<file path="config.mk">
export PLATFORM = sky130hd
export DESIGN_NAME = data_mem_ctrl
export DESIGN_NICKNAME = d
export VERILOG_FILES = /design/src/rtl/data_mem_ctrl.sv
export SDC_FILE = /design/constraint.sdc
export NUM_CORES = 1
export LEC_CHECK = 0
export CAP_MARGIN = 30
export CORE_UTILIZATION = 42
export DETAILED_ROUTE_END_ITERATION = 10
export GPL_ROUTABILITY_DRIVEN = 1
export PLACE_DENSITY = 0.8
export SLEW_MARGIN = 10
export SYNTH_ARGS = -nofsm -noshare
export SYNTH_HDL_FRONTEND = slang
export SYNTH_SLANG_ARGS = --single-unit
</file>
<file path="constraint.sdc">
create_clock -name clk -period 2.7 [get_ports clk]
set_clock_uncertainty 0.15 [all_clocks]
set_input_delay 0.27 -clock clk [delete_from_list [all_inputs] [get_ports clk]]
set_output_delay 0.27 -clock clk [all_outputs]
set_load 0.05 [all_outputs]
</file>
<file path="src/rtl/data_mem_ctrl.sv">
// Load/store controller between a RISC-V style requester and a byte-lane data memory.
// Handles B/H/W sizing, lane steering, sign/zero extension and alignment/range faults.
module data_mem_ctrl #(
   parameter int unsigned MEM_BYTES = 65536
) (
   input  logic        clk,
   input  logic        reset,
   input  logic        req_valid,
   output logic        req_ready,
   input  logic        req_we,
   input  logic [2:0]  req_funct3,
   input  logic [31:0] req_addr,
   input  logic [31:0] req_wdata,
   output logic        rsp_valid,
   input  logic        rsp_ready,
   output logic [31:0] rsp_rdata,
   output logic        rsp_fault,
   output logic [31:0] mem_raddr,
   output logic [31:0] mem_waddr,
   output logic [31:0] mem_wdata,
   output logic [3:0]  mem_wr,
   input  logic [31:0] mem_rdata
);

   localparam logic [1:0] IDLE   = 2'd0;
   localparam logic [1:0] ACCESS = 2'd1;
   localparam logic [1:0] WAIT   = 2'd2;
   localparam logic [1:0] RESP   = 2'd3;

   localparam logic [2:0] F3_B  = 3'b000;
   localparam logic [2:0] F3_H  = 3'b001;
   localparam logic [2:0] F3_W  = 3'b010;
   localparam logic [2:0] F3_BU = 3'b100;
   localparam logic [2:0] F3_HU = 3'b101;

   localparam logic [32:0] MEM_LIMIT = 33'(MEM_BYTES);

   logic [1:0]  state;
   logic [1:0]  nextState;
   logic        accept;
   logic        reqFault;
   logic [31:0] laneData;

   logic        weReg;
   logic [2:0]  funct3Reg;
   logic [1:0]  offReg;

   logic [31:0] memAddr;
   logic [31:0] memWdata;
   logic [31:0] rspRdata;
   logic        rspFault;

   logic [3:0]  storeMask;
   logic [7:0]  loadByte;
   logic [15:0] loadHalf;
   logic [31:0] loadData;

   assign req_ready = (state == IDLE) && !reset;
   assign accept    = req_valid && req_ready;

   // NOTE: every variable driven in always_comb gets a default first so no path infers a latch.
   always_comb begin
      reqFault = 1'b0;
      case (req_funct3)
         F3_B:    reqFault = 1'b0;
         F3_BU:   reqFault = req_we;
         F3_H:    reqFault = req_addr[0];
         F3_HU:   reqFault = req_we | req_addr[0];
         F3_W:    reqFault = |req_addr[1:0];
         default: reqFault = 1'b1;
      endcase
      if ({1'b0, req_addr} >= MEM_LIMIT) begin
         reqFault = 1'b1;
      end
   end

   // Store data is replicated across lanes so the write mask alone selects the target bytes.
   always_comb begin
      laneData = req_wdata;
      case (req_funct3[1:0])
         2'b00:   laneData = {4{req_wdata[7:0]}};
         2'b01:   laneData = {2{req_wdata[15:0]}};
         default: laneData = req_wdata;
      endcase
   end

   always_comb begin
      storeMask = 4'b1111;
      case (funct3Reg[1:0])
         2'b00:   storeMask = 4'b0001 << offReg;
         2'b01:   storeMask = 4'b0011 << offReg;
         default: storeMask = 4'b1111;
      endcase
   end

   // Reset gates the enables combinationally so a store caught in ACCESS never reaches memory.
   assign mem_wr = (state == ACCESS && weReg && !reset) ? storeMask : 4'b0000;

   always_comb begin
      loadByte = mem_rdata[{offReg, 3'b000} +: 8];
      loadHalf = mem_rdata[{offReg[1], 4'b0000} +: 16];
      loadData = mem_rdata;
      case (funct3Reg)
         F3_B:    loadData = {{24{loadByte[7]}}, loadByte};
         F3_BU:   loadData = {24'd0, loadByte};
         F3_H:    loadData = {{16{loadHalf[15]}}, loadHalf};
         F3_HU:   loadData = {16'd0, loadHalf};
         default: loadData = mem_rdata;
      endcase
   end

   always_comb begin
      nextState = state;
      case (state)
         IDLE:    if (accept) nextState = reqFault ? RESP : ACCESS;
         ACCESS:  nextState = weReg ? RESP : WAIT;
         WAIT:    nextState = RESP;
         RESP:    if (rsp_ready) nextState = IDLE;
         default: nextState = IDLE;
      endcase
   end

   // NOTE: sequential state uses non-blocking assignments so every register samples pre-edge values.
   always_ff @(posedge clk) begin
      if (reset) begin
         state    <= IDLE;
         rspRdata <= 32'd0;
         rspFault <= 1'b0;
         memAddr  <= 32'd0;
         memWdata <= 32'd0;
      end else begin
         state <= nextState;
         case (state)
            IDLE: begin
               if (accept) begin
                  rspFault <= reqFault;
                  rspRdata <= 32'd0;
                  if (!reqFault) begin
                     memAddr <= {req_addr[31:2], 2'b00};
                     if (req_we) memWdata <= laneData;
                  end
               end
            end
            WAIT:    rspRdata <= loadData;
            default: ;
         endcase
      end
   end

   // NOTE: request fields carry no reset; they are only consumed after an acceptance loads them.
   always_ff @(posedge clk) begin
      if (accept) begin
         weReg     <= req_we;
         funct3Reg <= req_funct3;
         offReg    <= req_addr[1:0];
      end
   end

   assign rsp_valid = (state == RESP);
   assign rsp_rdata = rspRdata;
   assign rsp_fault = rspFault;
   assign mem_raddr = memAddr;
   assign mem_waddr = memAddr;
   assign mem_wdata = memWdata;

   writeOnlyInAccess: assert property (@(posedge clk) disable iff (reset)
      (mem_wr != 4'b0000) |-> (state == ACCESS && weReg));

   rspHeldUntilTaken: assert property (@(posedge clk) disable iff (reset)
      (rsp_valid && !rsp_ready) |=> (rsp_valid && $stable(rsp_rdata) && $stable(rsp_fault)));

endmodule

</file>
# After elaboration in Yosys (flattened, before gate mapping)

Index checks and enable logic that the tools add are counted.

Flip-flop bits (word level): 103
Input bits: 104
Output and inout port bits: 135
Logic and storage cells: 59

$lt $le $gt $ge: 1
Equality and inequality tests: 14
Shift operators: 4
Multiplexer cells: 13
Bitwise gates (word level): 2
Reduce and logical (&&, ||, !) cells: 17

Operators by type and width:

| kind                                                                                  | number |
|---|---|
| 32-bit one-hot mux with 2 select lines                                                | 2 |
| 32-bit one-hot mux with 4 select lines                                                | 1 |
| 32-bit by 17-bit greater-or-equal comparator with 1-bit output, second input constant | 1 |
| 32-bit 2-to-1 mux                                                                     | 1 |
| 32-bit by 6-bit variable part select with 16-bit output                               | 1 |
| 32-bit by 6-bit variable part select with 8-bit output                                | 1 |
| 3-bit equality test, second input constant                                            | 4 |
| 2-bit one-hot mux with 4 select lines                                                 | 1 |
| 4-bit one-hot mux with 2 select lines                                                 | 1 |
| 2-bit by 1-bit equality test with 1-bit output, second input constant                 | 3 |
| 3-bit by 1-bit equality test with 1-bit output, second input constant                 | 2 |
| 2-bit logical NOT                                                                     | 3 |
| 3-bit logical NOT                                                                     | 2 |
| 2-bit 2-to-1 mux                                                                      | 3 |
| 2-bit AND reduction                                                                   | 3 |
| 1-bit one-hot mux with 5 select lines                                                 | 1 |
| 2-bit equality test, second input constant                                            | 2 |
| 1-bit logical AND                                                                     | 4 |
| 4-bit 2-to-1 mux                                                                      | 1 |
| 4-bit AND reduction                                                                   | 1 |
| 1-bit by 2-bit left shift with 4-bit output, first input constant                     | 1 |
| 2-bit by 2-bit left shift with 4-bit output, first input constant                     | 1 |
| 3-bit by 2-bit equality test with 1-bit output, second input constant                 | 1 |
| 3-bit AND reduction                                                                   | 1 |
| 8 further kinds                                                                       | 9 |

# Depth between registers and ports, before layout

Gate-level depths: netlist (run 1).

Depth after elaboration: 6
Gate-level depth with buffers: 9
Depth with buffers taken out: 6

# Worst setup path before layout (run 1)

No wires, ideal clock.

Path type: register to output
From: register offReg[1]
To: output port mem_wr[2]
Arrival time: 1.978 ns
Data required time: 2.280 ns
Slack: 0.302 ns
Stages on the path, launching flop included: 5
Buffers on the path: 2
Cell sequence: edfxtp_1 > buf_6 > clkbuf_1 > nand3b_1 > a21boi_0

Word-level cells in the longest chain between the ends: 3
Elaborated cells on any way between the ends: 4
Classes of those cells: shift (2); mux (2)

RTL lines:

| element                                                                                                           | line   | text |
|---|---|---|
| from (decl)                                                                                                       | 46     | `logic [1:0] offReg;` |
| from (signal assigned)                                                                                            | 155    | `offReg <= req_addr[1:0];` |
| 2-bit by 2-bit left shift with 4-bit output / 1-bit by 2-bit left shift with 4-bit output (equally long branches) | 91, 90 |  |
| 4-bit one-hot mux with 2 select lines (*)                                                                         | 89     | `case (funct3Reg[1:0])` |
| 4-bit 2-to-1 mux (*)                                                                                              | 97     | `assign mem_wr = (state == ACCESS && weReg && !reset) ? storeMask : 4'b0000;` |
| to (decl)                                                                                                         | 21     | `output logic [3:0] mem_wr,` |

Mark *: on every way between the ends. The rest lies on a longest branch, timed or not.

# Worst setup path after layout (run 1)

From: register state[0]
To: output port req_ready

Word-level cells in the longest chain between the ends: 2

RTL lines:

| element                | line | text |
|---|---|---|
| from (decl)            | 38   | `logic [1:0] state;` |
| from (signal assigned) | 132  | `state <= nextState;` |
| 2-bit logical NOT      | 58   | `assign req_ready = (state == IDLE) && !reset;` |
| 1-bit logical AND      | 58   |  |
| to (decl)              | 9    | `output logic req_ready,` |

Every way passes these cells.

==> run_results.csv, run 1 <==
group,metric,value,unit
sta,setup_tns,0,ns
pwr,p_sw_share,32.3,%
pwr,ir_drop,0.000359,V
global_route,busiest_layer,"met2",
worst_hold_path,hp-class,"in2reg",
cells_and_area,final_common_cell,"clkdlybuf4s50_1",
floorplan,fp.dieH,113,microns
floorplan,die_area,12800,sq um
sta,clock.fmax,447,MHz
pwr,internal_power,2.89,mW
cells_and_area,layout_common_cells,"228 x clkdlybuf4s50_1, 97 x dfxtp_1, 61 x o21ai_0",
pwr,leakagePower,2.74,nW
drt,drt_iter0_markers,411,
floorplan,initial_core_util,43.0,%
logic_synthesis,avgSynthCellArea,9.18,sq um
clock_tree,ctsLongestPathBuffers,2,
pwr,combinationalPowerShare,29.9,%
place,portBuffers,234,
critical_path,endpoint_kind,"output pin",
cells_and_area,diodes,0,
drt,finalWirelength,16.3,mm
place,dp_hpwl,12.0,mm
critical_path,criticalPathCategory,"reg2out",
sta,worst_slew_pin_slew,0.661,ns
cells_and_area,seqCellArea,2120,sq um
drt,postRouteAntennaNets,0,
logic_synthesis,yosys_warnings,0,
logic_synthesis,synth_top_area_cell,"dfxtp_1",
drt,first_pass_iters,5,
pwr,seqPwrFrac,40.0,%
logic_synthesis,ys_top_cells_by_area,"dfxtp_1 38%, o21ai_0 5.9%, a21oi_1 5.8%",
critical_path,start_kind,"flip-flop",
sta,hold_violations,0,
global_route,grt_max_degree,45,
cells_and_area,fillers,997,
logic_synthesis,synth_edf_count,6,
logic_synthesis,synth.distinct_cells,55,
pwr,power.share.clock,30.0,%
logic_synthesis,yosysSeqAreaShare,41.1,%
sta,period_share,82.9,%
drt,routedWlPerCell,18.2,microns
global_route,grt_use_met3,10.2,%
global_route,grtUsageMet2,44.8,%
floorplan,core-area,12000,sq um
pwr,p_per_area,560,nW/um^2
clock_tree,cts_tree,"yes",
logic_synthesis,synth-seq-cells,103,
global_route,grt_pass1_wl,25.2,mm
clock_tree,ctsHoldBuffers,0,
cells_and_area,multiInputGateArea,2490,sq um
pwr,p_switching,1.38,mW
critical_path,worstPathRequired,2.28,ns
clock_tree,clk_latency,0.34,ns
critical_path,critical-path-top-delay-family,"buffers and inverters",
critical_path,cp_data_arrival_time,1.82,ns
cells_and_area,layout-drive-gt1-share,10.6,%
cells_and_area,fin_util,63.4,%
global_route,antenna_found_initial,1,
logic_synthesis,syn_area,5170,sq um
sta,slew_headroom,55.9,%
clock_tree,clkTransAtPathRegs,0.07,ns
logic_synthesis,async_reset_ff_share,0,%
outcome,outcome,"finished, final reports clean",
sta,drv_slew,0,
cells_and_area,stdcell_count,893,
clock_tree,cts-buffers-inserted,9,
cells_and_area,area_growth,47.5,%
clock_tree,clockRootBuffer,"clkbuf_16",
global_route,gr-total-overflow,0,
place,dp.cells,878,
drt,viasPerCell,5.70,
sta,rsz0062_at_grt,"no",
floorplan,io_pins,239,
logic_synthesis,netlist.area_leader.share,37.6,%
drt,drc,0,
floorplan,num_rows,40,
global_route,grt_pass1_vias,4936,
place,gp_congestion,0.878,
critical_path,cpMaxStageDelayCell,"dlymetal6s2s_1",
critical_path,max_stage_delay,0.44,ns
flow_run,maxCapViolCount,0,
logic_synthesis,synthFlopType,"dfxtp_1",
critical_path,cp_max_fo,10,
sta,setup_violations,0,
global_route,use_met1,26.4,%
drt,vias,5093,
clock_tree,htree_levels,3,
floorplan,die_w,113,microns
sta,period_needed,2.24,ns
clock_tree,clock_sinks,103,
cells_and_area,fin_nets,852,
logic_synthesis,netlist_instances,563,
critical_path,path_buf_inv,2,
critical_path,path_cells,"inv_1, ha_1, nor2b_1, dlymetal6s2s_1",
global_route,grt_usage,25.1,%
metal layers:
layer / wire (microns) / up-vias
met5: 17 / -
met4: 353 / 2
met3: 1570 / 30
met2: 8170 / 209
met1: 6170 / 2464
li1: - / 2388
power groups by stage:
stage	Clock [mW]	Combinational, mW	Sequential, mW
floorplan	0	0.576	1.97
finish	1.28	1.28	1.71
global route	1.37	1.35	1.72
global placement	0	1.25	1.74
detailed placement	0	1.27	1.74
CTS	1.32	1.28	1.71
cell type report:
| cell class | instances | share of cell area [%] |
|---|---|---|
| Multi-Input combinational cell | 362 | 32.7 |
| Timing Repair Buffer | 256 | 32.7 |
| Sequential cell | 103 | 27.8 |
| Clock buffer | 10 | 3.14 |
| Tap cell | 147 | 2.41 |
| Clock inverter | 4 | 0.624 |
| Inverter | 11 | 0.542 |
logic make-up (layout without fill, tap and decap cells):
family | count (synthesis) | after routing | synth area share (%)
multiplexers | 40 | 40 | 8.89
other | 1 | 4 | 0.0726
adder cells (fa/ha/maj) | 5 | 5 | 1.21
AND/OR/NAND/NOR | 132 | 132 | 15.3
AO/OA/AOI/OAI | 181 | 181 | 22.5
flip-flops | 103 | 103 | 41.1
buffers and inverters | 101 | 281 | 11.0
registers in the layout, summed over array words and instances (netlist names):
name and flops:
offReg 2, rsp_fault 1, weReg 1, state 2
funct3Reg 3, rsp_rdata 32, mem_raddr 30, mem_wdata 32
timing repair:
item | in CTS | in global routing
setup endpoints to repair | 0 | 1
gates resized for setup | 0 | 1
buffers inserted | 0 | 0
cell usage after synthesis (2+ instances only):
cell / number
mux4_2: 2
buf_2: 18
nand2b_1: 10
nor3_1: 2
nand3_1: 33
a221o_1: 12
a221oi_1: 2
inv_1: 11
a222oi_1: 8
edfxtp_1: 6
mux2_2: 23
and3_1: 2
nand2_1: 18
buf_4: 40
buf_1: 3
o22ai_1: 3
and4b_1: 2
buf_6: 2
mux2i_1: 14
a21oi_1: 60
nor3b_1: 18
o21a_1: 3
nor4_2: 3
nor2_1: 8
ha_1: 5
nor2b_1: 11
o21ai_1: 3
nand4_1: 17
o21ai_0: 61
a221o_2: 4
a22o_1: 7
a32o_1: 6
dfxtp_1: 97
a211oi_1: 2
clkbuf_1: 26
a21o_1: 2
per-stage QoR:
stage / power [mW] / worst slack [ns] / area, sq um / hold WS (ns)
floorplan: 2.55 / 0.302 / 5180 / 0.219
global placement: 2.98 / 0.435 / 7330 / 0.288
detailed placement: 3.01 / 0.364 / 7330 / 0.295
CTS: 4.30 / 0.0404 / 7610 / 0.254
global route: 4.45 / 0.340 / 7620 / 0.300
finish: 4.27 / 0.463 / 7620 / 0.273
final timing paths:
check | cells after the start | to | from | slack [ns]
setup / recovery | 4 | req_ready | state[0]$_SDFFE_PP0P_ | 0.46
hold reg to reg | 1 | rsp_rdata[15]$_SDFFE_PP0P_ | rsp_rdata[15]$_SDFFE_PP0P_ | 0.31
hold / removal | 2 | mem_raddr[10]$_SDFFE_PP0P_ | reset | 0.27
setup reg to reg | 7 | mem_wdata[12]$_SDFFE_PP0P_ | state[0]$_SDFFE_PP0P_ | 0.49
Power figures use the tool's default switching activity.
==> run 2: changes to the inputs <==
--- a/config.mk
+++ b/config.mk
@@ -6,10 +6,10 @@
 export NUM_CORES = 1
 export LEC_CHECK = 0
 export CAP_MARGIN = 30
-export CORE_UTILIZATION = 42
+export CORE_UTILIZATION = 38
 export DETAILED_ROUTE_END_ITERATION = 10
 export GPL_ROUTABILITY_DRIVEN = 1
-export PLACE_DENSITY = 0.8
+export PLACE_DENSITY = 0.77
 export SLEW_MARGIN = 10
 export SYNTH_ARGS = -nofsm -noshare
 export SYNTH_HDL_FRONTEND = slang
==> constraint.sdc (replaced) <==
create_clock -name clk -period 1.9 [get_ports clk]
set_clock_uncertainty 0.15 [all_clocks]
set_input_delay 0.19 -clock clk [delete_from_list [all_inputs] [get_ports clk]]
set_output_delay 0.19 -clock clk [all_outputs]
set_load 0.05 [all_outputs]
==> run_results.csv, run 2 (same netlist as run 1, synthesis figures left out) <==
group,metric,value,unit
global_route,grt_max_degree,49,
floorplan,die_area,14100,sq um
critical_path,endpoint_kind,"output pin",
cells_and_area,fin_util,63.3,%
cells_and_area,area_growth,62.3,%
drt,postRouteAntennaNets,0,
drt,vias,5300,
critical_path,worstPathRequired,1.56,ns
pwr,p_per_area,783,nW/um^2
sta,worst_slew_pin_slew,0.552,ns
floorplan,fp.dieH,119,microns
drt,drc,0,
floorplan,io_pins,239,
cells_and_area,diodes,0,
clock_tree,cts-buffers-inserted,9,
critical_path,reg2regPathDepth,6,
clock_tree,ctsHoldBuffers,0,
sta,clock.fmax,523,MHz
critical_path,r2r_start,"offReg[1]$_DFFE_PP_",
place,gp_congestion,0.898,
critical_path,r2r-end,"rsp_rdata[25]$_SDFFE_PP0P_",
sta,hold_violations,0,
critical_path,cp-endpoint,"mem_wr[2]",
sta,holdWs,0.0468,ns
critical_path,cp_max_fo,7,
global_route,grt_pass1_wl,26.8,mm
worst_hold_path,holdPathStages,2,
sta,drv_slew,0,
sta,rsz0062_at_grt,"yes",
place,dp_hpwl,12.5,mm
critical_path,cp_data_arrival_time,1.57,ns
drt,drt_iter0_markers,377,
cells_and_area,fin_nets,890,
floorplan,num_rows,42,
critical_path,start_kind,"flip-flop",
global_route,grt_usage,23.9,%
floorplan,initial_core_util,39.0,%
cells_and_area,stdcell_count,962,
clock_tree,clk_latency,0.35,ns
sta,setup_slack,-0.0124,ns
drt,first_pass_iters,6,
cells_and_area,layout_common_cells,"173 x clkdlybuf4s50_1, 96 x dfxtp_1, 60 x a21oi_1",
drt,routedWlPerCell,18.4,microns
cells_and_area,final_common_cell,"clkdlybuf4s50_1",
outcome,outcome,"finished, violations left",
sta,period_share,101,%
sta,setup_violations,2,
floorplan,core-area,13200,sq um
clock_tree,clockRootBuffer,"clkbuf_16",
clock_tree,ctsLongestPathBuffers,2,
global_route,gr-total-overflow,0,
clock_tree,clock_sinks,103,
clock_tree,cts_tree,"yes",
sta,slew_headroom,63.2,%
sta,period_needed,1.91,ns
place,portBuffers,234,
worst_hold_path,hp-class,"in2reg",
place,dp.cells,931,
critical_path,r2r_setup_slack,0.01,ns
cells_and_area,layout-drive-gt1-share,20.0,%
pwr,ir_drop,0.000416,V
flow_run,maxCapViolCount,0,
place,place_ws,-0.456,ns
outcome,failed_checks,"negative setup slack",
global_route,antenna_found_initial,0,
floorplan,die_w,119,microns
clock_tree,htree_levels,3,
global_route,grt_pass1_vias,5259,
critical_path,criticalPathCategory,"reg2out",
pwr,leakagePower,3.71,nW
clock_tree,clkTransAtPathRegs,0.07,ns
drt,viasPerCell,5.51,
cells_and_area,fillers,1089,
drt,finalWirelength,17.7,mm
critical_path,crit_start,"offReg[1]$_DFFE_PP_",
run 2: stage by stage:
step | power (mW) | TNS, ns | area, sq um
after global routing | 6.83 | -1.42 | 8390
after floorplan | 3.62 | -0.713 | 5180
after global placement | 4.42 | -19.59 | 7680
after detailed placement | 4.48 | -24.86 | 7690
after CTS | 6.51 | -0.0108 | 8110
final | 6.57 | -0.0190 | 8390
run 2: power breakdown:
part | total (mW) | internal [mW] | switching, mW
registers | 2.41 | 2.32 | 0.0869
clock network | 1.95 | 1.08 | 0.874
logic | 2.21 | 0.991 | 1.22
run 2: metal layers:
layer,vias up,wire [microns],global-route usage [%]
li1,2476,-,-
met1,2538,6970,27.2
met2,247,8670,40.3
met3,39,1500,7.72
met4,0,507,11.9
met5,-,0,0
run 2: worst max-delay path, cell delays in order, from the launching register on:
cell and delay [ns]:
edfxtp_1 0.47, buf_6 0.18, nand3b_1 0.21, a21boi_4 0.21, buf_12 0.15
run 2: worst min path at each step:
stage / start / to
detailed placement: rsp_rdata[9]$_SDFFE_PP0P_ / rsp_rdata[9]$_SDFFE_PP0P_
global placement: rsp_rdata[15]$_SDFFE_PP0P_ / rsp_rdata[15]$_SDFFE_PP0P_
CTS: reset / state[0]$_SDFFE_PP0P_
floorplan: req_funct3[0] / funct3Reg[0]$_DFFE_PP_
finish: reset / state[0]$_SDFFE_PP0P_
global route: reset / state[0]$_SDFFE_PP0P_
run 2: area by class of cell:
type | instances | area, sq um | share of cell area (%)
Tap cell | 176 | 220 | 2.63
Multi-Input combinational cell | 362 | 2610 | 31.1
Sequential cell | 103 | 2120 | 25.3
Inverter | 11 | 41.3 | 0.492
Timing Repair Buffer | 294 | 3080 | 36.7
Clock inverter | 6 | 76.3 | 0.910
Clock buffer | 10 | 239 | 2.85
run 2: what timing repair did:
| item | CTS | global route |
|---|---|---|
| pin swaps | 1 | 7 |
| endpoints found under the setup margin | 77 | 114 |
| hold endpoints to repair | 0 | 0 |
| setup buffers | 5 | 8 |
| gates resized for setup | 25 | 62 |
| cloned | 0 | 2 |
==> patch 1, RTL diff (flow settings as in run 1) <==
Reset style: asynchronous (`reset`), changed in one clocked block.
--- a/src/rtl/data_mem_ctrl.sv
+++ b/src/rtl/data_mem_ctrl.sv
@@ -121,7 +121,7 @@
    end
 
    // NOTE: sequential state uses non-blocking assignments so every register samples pre-edge values.
-   always_ff @(posedge clk) begin
+   always_ff @(posedge clk or posedge reset) begin
       if (reset) begin
          state    <= IDLE;
          rspRdata <= 32'd0;
Behaviour: differs if reset is asserted again (counterexample within 4 cycles, from zero or initial values and one cycle with reset high); with reset held inactive, the same outputs for 4 cycles.
==> patch 1 against run 1 <==
  * Sequential cell count is the same
  * Power grew 33%
  * Wire length shrank 5.6%
  * Cell area grew 6.7%
  * Synthesized area grew 4.5%
  * Worst setup slack lost 0.32 ns
  * Sequential share of layout area grew 4.2 points
  * Critical path depth grew 1
  * Critical endpoint is now mem_wr[1]
  * Largest power group is now combinational logic
==> patch 1: results (changes against run 1) <==
final_layout:
  layout-drive-gt1-share: 0.177  # +0.0708
  fin_nets: 766  # -10%
  fillers: 956  # -4.1%
  antennaDiodeCount: 0  # unchanged
logic_synthesis:
  synthMuxAreaShare: 0.188  # +0.0989
  synth_xor_area_frac: 0  # unchanged
  synthTopCellsByCount: "97 x dfrtp_1, 36 x buf_4, 35 x mux2_2"
  yosys_warnings: 0  # unchanged
  synthTopCellsByArea: "dfrtp_1 45%, mux2_4 8.3%, mux2_2 7.3%"
  synthAdderAreaFrac: 0.0116  # -0.000516
  yosysUniqueCellTypes: 47  # -15%
  async_reset_ff_frac: 0.942  # +0.942
  synth_edf_count: 6  # unchanged
  synth_compound_area_frac: 0.147  # -0.0785
  synth_seq_area_share: 0.483  # +0.0724
  synthFlopType: "dfrtp_1"
global_route:
  grt_use_total: 0.234  # -0.0175
  grt_max_degree: 53  # +18%
  grt_pass1_vias: 4620  # -6.4%
  grt_pass1_wl_mm: 23.7  # -5.9%
  antenna_found_initial: 0  # -1
place:
  port_buffers: 234  # unchanged
  globalplace.congestion: 0.885  # +0.81%
  placed_cell_area_um2: 7790  # +6.3%
  hpwl_mm: 11.4  # -4.9%
worst_setup_path:
  reg2reg_depth: 7  # unchanged
  cp_top_family: "buffers and inverters"
  r2r_setup_slack_ns: 0.33  # -0.16 ns
  crit_slowest_cell: "edfxtp_1"
  crit_fanout: 11  # +1
  cp_data_arrival_time_ns: 2.14  # +0.32 ns
  max_stage_delay_ns: 0.53  # +0.09 ns
cts:
  htreeDepth: 3  # unchanged
  clock_latency_ns: 0.34  # about the same
  cts_buffer_depth: 2  # unchanged
  cts_buffers: 9  # unchanged
  cts_setup_buffers: 0  # unchanged
  postCtsResizedCells: 0  # unchanged
  cts.clk_slew.worst_paths_ns: 0.07  # about the same
  clockRootBuffer: "clkbuf_16"
drt:
  num_vias: 4386  # -14%
  drtIter0Drc: 225  # -45%
  firstDrtPassIters: 4  # -1
  wl_per_cell_um: 18.4  # +1.1%
outcome:
  status: "finished, final reports clean"
min_path:
  hold_path.class: "register to register"
  min_path_cells: 2  # unchanged
timing:
  hold_viol: 0  # unchanged
  finalMaxSlewViolations: 0  # unchanged
  worstMarginPinSlew_ns: 0.565  # -0.0955 ns
power:
  ir_worst_vdd_mv: 0.360  # +0.17%
  p_leak_nw: 3.57  # +30%
[patch 1: changes by cell type after synthesis, moves of 15 or more]
cell,delta
nand4_1,-17
o21ai_0,-42
dfxtp_1,-97
a21oi_1,-52
a22o_1,+15
nor3b_1,-18
buf_2,-15
dfrtp_1,+97
mux2_4,+29
nand3_1,-32
[patch 1: area by class of cell]
type | count | area, µm² | area share
Clock buffer | 12 | 268 | 0.0329
Clock inverter | 4 | 73.8 | 0.00908
Inverter | 16 | 63.8 | 0.00785
Multi-Input combinational cell | 276 | 2360 | 0.290
Sequential cell | 103 | 2610 | 0.321
Tap cell | 172 | 215 | 0.0265
Timing Repair Buffer | 251 | 2540 | 0.313
[patch 1: path summary, 6_finish.rpt]
kind / from / endpoint
max in group asynchronous: reset / mem_raddr[28]$_DFFE_PP0P_
min: rsp_rdata[5]$_DFFE_PP0P_ / rsp_rdata[5]$_DFFE_PP0P_
max: offReg[1]$_DFFE_PP_ / mem_wr[1]
min reg2reg: rsp_rdata[5]$_DFFE_PP0P_ / rsp_rdata[5]$_DFFE_PP0P_
min in group asynchronous: reset / rsp_rdata[8]$_DFFE_PP0P_
max reg2reg: state[1]$_DFFE_PP0P_ / mem_raddr[2]$_DFFE_PP0P_
[patch 1: power by group]
group	total, W	switching (W)	internal (W)
clock	0.00147	0.000575	0.000896
combinational	0.00227	0.00139	0.000879
sequential	0.00194	0.000153	0.00178
total	0.00568	0.00212	0.00356
[patch 1: kinds of logic (layout without fill, tap and decap cells)]
logic type                 after synthesis  in the layout
AOI/OAI and AO/OA                      105            105
adders and majority gates                5              5
buffers and inverters                   78            283
DFF                                    103            103
muxes                                   79             79
other                                    1              4
and+or+nand+nor                         83             83
[patch 1: worst reg2reg max path: stages, from the launching register on]
cell,delay (ns)
dfrtp_1,0.41
inv_1,0.16
ha_1,0.25
and3b_1,0.26
inv_1,0.10
nor4_4,0.33
buf_12,0.23
mux2_2,0.37
[patch 1: per-stage QoR]
stage	power (W)	worst slack, ns	hold slack (ns)	util	instances
final	0.00568	0.139	0.338	0.647	834
after global routing	0.00594	0.0238	0.365	0.647	834
after CTS	0.00572	0.134	0.345	0.647	834
after detailed placement	0.00424	0.0706	0.329	0.620	818
after global placement	0.00417	0.104	0.312	0.619	817
after floorplan	0.00338	0.123	0.219	-	457
[patch 1: metal layers]
metal  GRT usage  wire [µm]
met2       0.403       7580
met5           0          0
met1       0.281       6220
met3      0.0596       1250
met4      0.0857        332
==> patch 2, RTL diff (config.mk and constraints of run 1) <==
Without the edit above. The parameter `MEM_BYTES` goes from 65536 to 49152.
--- a/src/rtl/data_mem_ctrl.sv
+++ b/src/rtl/data_mem_ctrl.sv
@@ -1,7 +1,7 @@
 // Load/store controller between a RISC-V style requester and a byte-lane data memory.
 // Handles B/H/W sizing, lane steering, sign/zero extension and alignment/range faults.
 module data_mem_ctrl #(
-   parameter int unsigned MEM_BYTES = 65536
+   parameter int unsigned MEM_BYTES = 49152
 ) (
    input  logic        clk,
    input  logic        reset,
Check against the original RTL: not equivalent (a bounded check fails within 4 cycles, from zero or initial values and one cycle with reset high).
==> patch 2 against run 1 <==
  * Largest power group unchanged
  * Synthesized area shrank 1.7%
  * Power is 0.63% higher
  * Synthesized cell count fell by 6.9%
  * Fmax shrank 9.2%
  * Critical path depth up 2
  * Wire length is 7.7% lower
  * Sequential cell count is the same
  * The run now ends with design-rule violations left
  * Register-to-register slack got worse by 0.07 ns
  * Non-clock buffer count down 1
  * Cell area rose by 1.6%
  * Worst hold slack gained 0.027 ns
  * Global-route usage is 1.0 points lower
  * Worst setup slack worse by 0.23 ns
==> patch 2: results (changes against run 1) <==
place:
  hpwl_mm: 11.6  # -3.8%
  pre_cts_slack_ns: 0.120  # -0.244 ns
  placed_cell_area_um2: 7440  # +1.5%
  port_buffers: 234  # unchanged
  globalplace.congestion: 0.846  # -3.6%
  dp.cells: 857  # -2.4%
logic_synthesis:
  synthTopCellsByCount: "97 x dfxtp_1, 60 x mux2i_1, 60 x nand2_1"
  synth_seq_area_share: 0.418  # +0.00698
  synth_edf_count: 6  # unchanged
  yosysUniqueCellTypes: 56  # +1.8%
  async_reset_ff_frac: 0  # unchanged
  yosys_warnings: 0  # unchanged
  syn_inst: 524  # -6.9%
  synthTopCellsByArea: "dfxtp_1 38%, mux2i_1 12%, buf_4 5.6%"
global_route:
  grt_use_total: 0.241  # -0.0102
  grt_pass1_vias: 4764  # -3.5%
  grt_max_degree: 44  # -2.2%
  grt_pass1_wl_mm: 24.1  # -4.3%
  antenna_found_initial: 0  # -1
cts:
  htreeDepth: 3  # unchanged
  clockRootBuffer: "clkbuf_16"
  cts_buffers: 9  # unchanged
  cts_buffer_depth: 2  # unchanged
  clock_latency_ns: 0.34  # about the same
  cts_setup_buffers: 0  # unchanged
  cts.clk_slew.worst_paths_ns: 0.07  # about the same
final_layout:
  fin_nets: 835  # -2.0%
  layout-drive-gt1-share: 0.0930  # -0.0129
  antennaDiodeCount: 0  # unchanged
  fillers: 923  # -7.4%
  instances_no_fill: 874  # -2.1%
worst_setup_path:
  max_stage_delay_ns: 0.38  # -0.06 ns
  cp_top_family: "buffers and inverters"
  crit_fanout: 22  # +12
  cp_data_arrival_time_ns: 2.04  # +0.22 ns
  crit_slowest_cell: "edfxtp_1"
drt:
  drtIter0Drc: 342  # -17%
  drcViolationCount: 13  # +13
  drt_wl_total_mm: 15.0  # -7.7%
  firstDrtPassIters: 7  # +2
  num_vias: 4649  # -8.7%
min_path:
  hold_path.class: "register to register"
outcome:
  status: "complete, but fails checks"
  violations: "design-rule violations"
power:
  p_leak_nw: 2.88  # +5.1%
  ir_worst_vdd_mv: 0.300  # -16%
timing:
  slew_headroom: 0.418  # -0.142
## patch 2: cell count changes after synthesis, sizes merged, moves of 8 or more
| cell | delta |
|---|---|
| a21oi | -19 |
| a221o | -16 |
| a222oi | -8 |
| and2 | +16 |
| buf | -17 |
| mux2i | +46 |
| nand2 | +42 |
| nand3 | -33 |
| nand4 | -11 |
| nor2 | +11 |
| nor2b | +15 |
| nor3b | -18 |
| o21ai | -53 |
| o31ai | +21 |
## patch 2: final timing paths
| path | start | end | depth (start not counted) | slack (ns) |
|---|---|---|---|---|
| setup reg to reg | state[0]$_SDFFE_PP0P_ | rsp_rdata[0]$_SDFFE_PP0P_ | 7 | 0.42 |
| setup / recovery | offReg[1]$_DFFE_PP_ | mem_wr[2] | 6 | 0.24 |
| hold / removal | rsp_rdata[10]$_SDFFE_PP0P_ | rsp_rdata[10]$_SDFFE_PP0P_ | 2 | 0.30 |
| hold reg to reg | rsp_rdata[10]$_SDFFE_PP0P_ | rsp_rdata[10]$_SDFFE_PP0P_ | 2 | 0.30 |
## patch 2: layout make-up
class / instances / share of cell area
multi-input cells: 349 / 0.330
clock inverters: 5 / 0.00517
repair buffers: 255 / 0.331
flip-flops and latches: 103 / 0.274
inverters: 8 / 0.00436
well taps: 143 / 0.0231
clock buffers: 11 / 0.0326
## patch 2: cells by family after synthesis
logic type	Yosys count	share of synthesized area
buffers and inverters	75	0.0847
other	1	0.000738
AND/OR/NAND/NOR	146	0.156
flip-flops	103	0.418
multiplexers	79	0.171
adder cells (fa/ha/maj)	5	0.0123
AO/OA/AOI/OAI	115	0.157
## patch 2: through the flow
stage / util / hold slack, ns
2_1_floorplan: - / 0.219
5_1_grt: 0.667 / 0.320
4_1_cts: 0.666 / 0.303
3_3_place_gp: 0.640 / 0.288
3_5_place_dp: 0.640 / 0.293
6_report: 0.667 / 0.300
## patch 2: tightest hold or removal path: cells and delay by family, from the launching register on
kind / cells / cell delay (ns)
and+or+nand+nor: 1 / 0.05
AOI/OAI and AO/OA: 1 / 0.05
DFF: 1 / 0.31
## patch 2: layer usage
metal	part of all wire	wire length, µm	vias up	track usage
met3	0.085	1280	18	0.0637
met5	0	0	-	0
met4	0.020	300	0	0.0747
met2	0.50	7460	221	0.418
met1	0.40	5990	2174	0.291
li1	-	-	2236	-
## patch 2: report_power, final
part	switching, W	internal (W)
logic	0.000805	0.000527
registers	0.0000631	0.00163
clock network	0.000585	0.000683
total	0.00145	0.00284
## patch 2: repair_timing
item | CTS | global route
endpoints found under the setup margin | 0 | 1
resized for setup | 0 | 1
hold endpoints to repair | 0 | 0
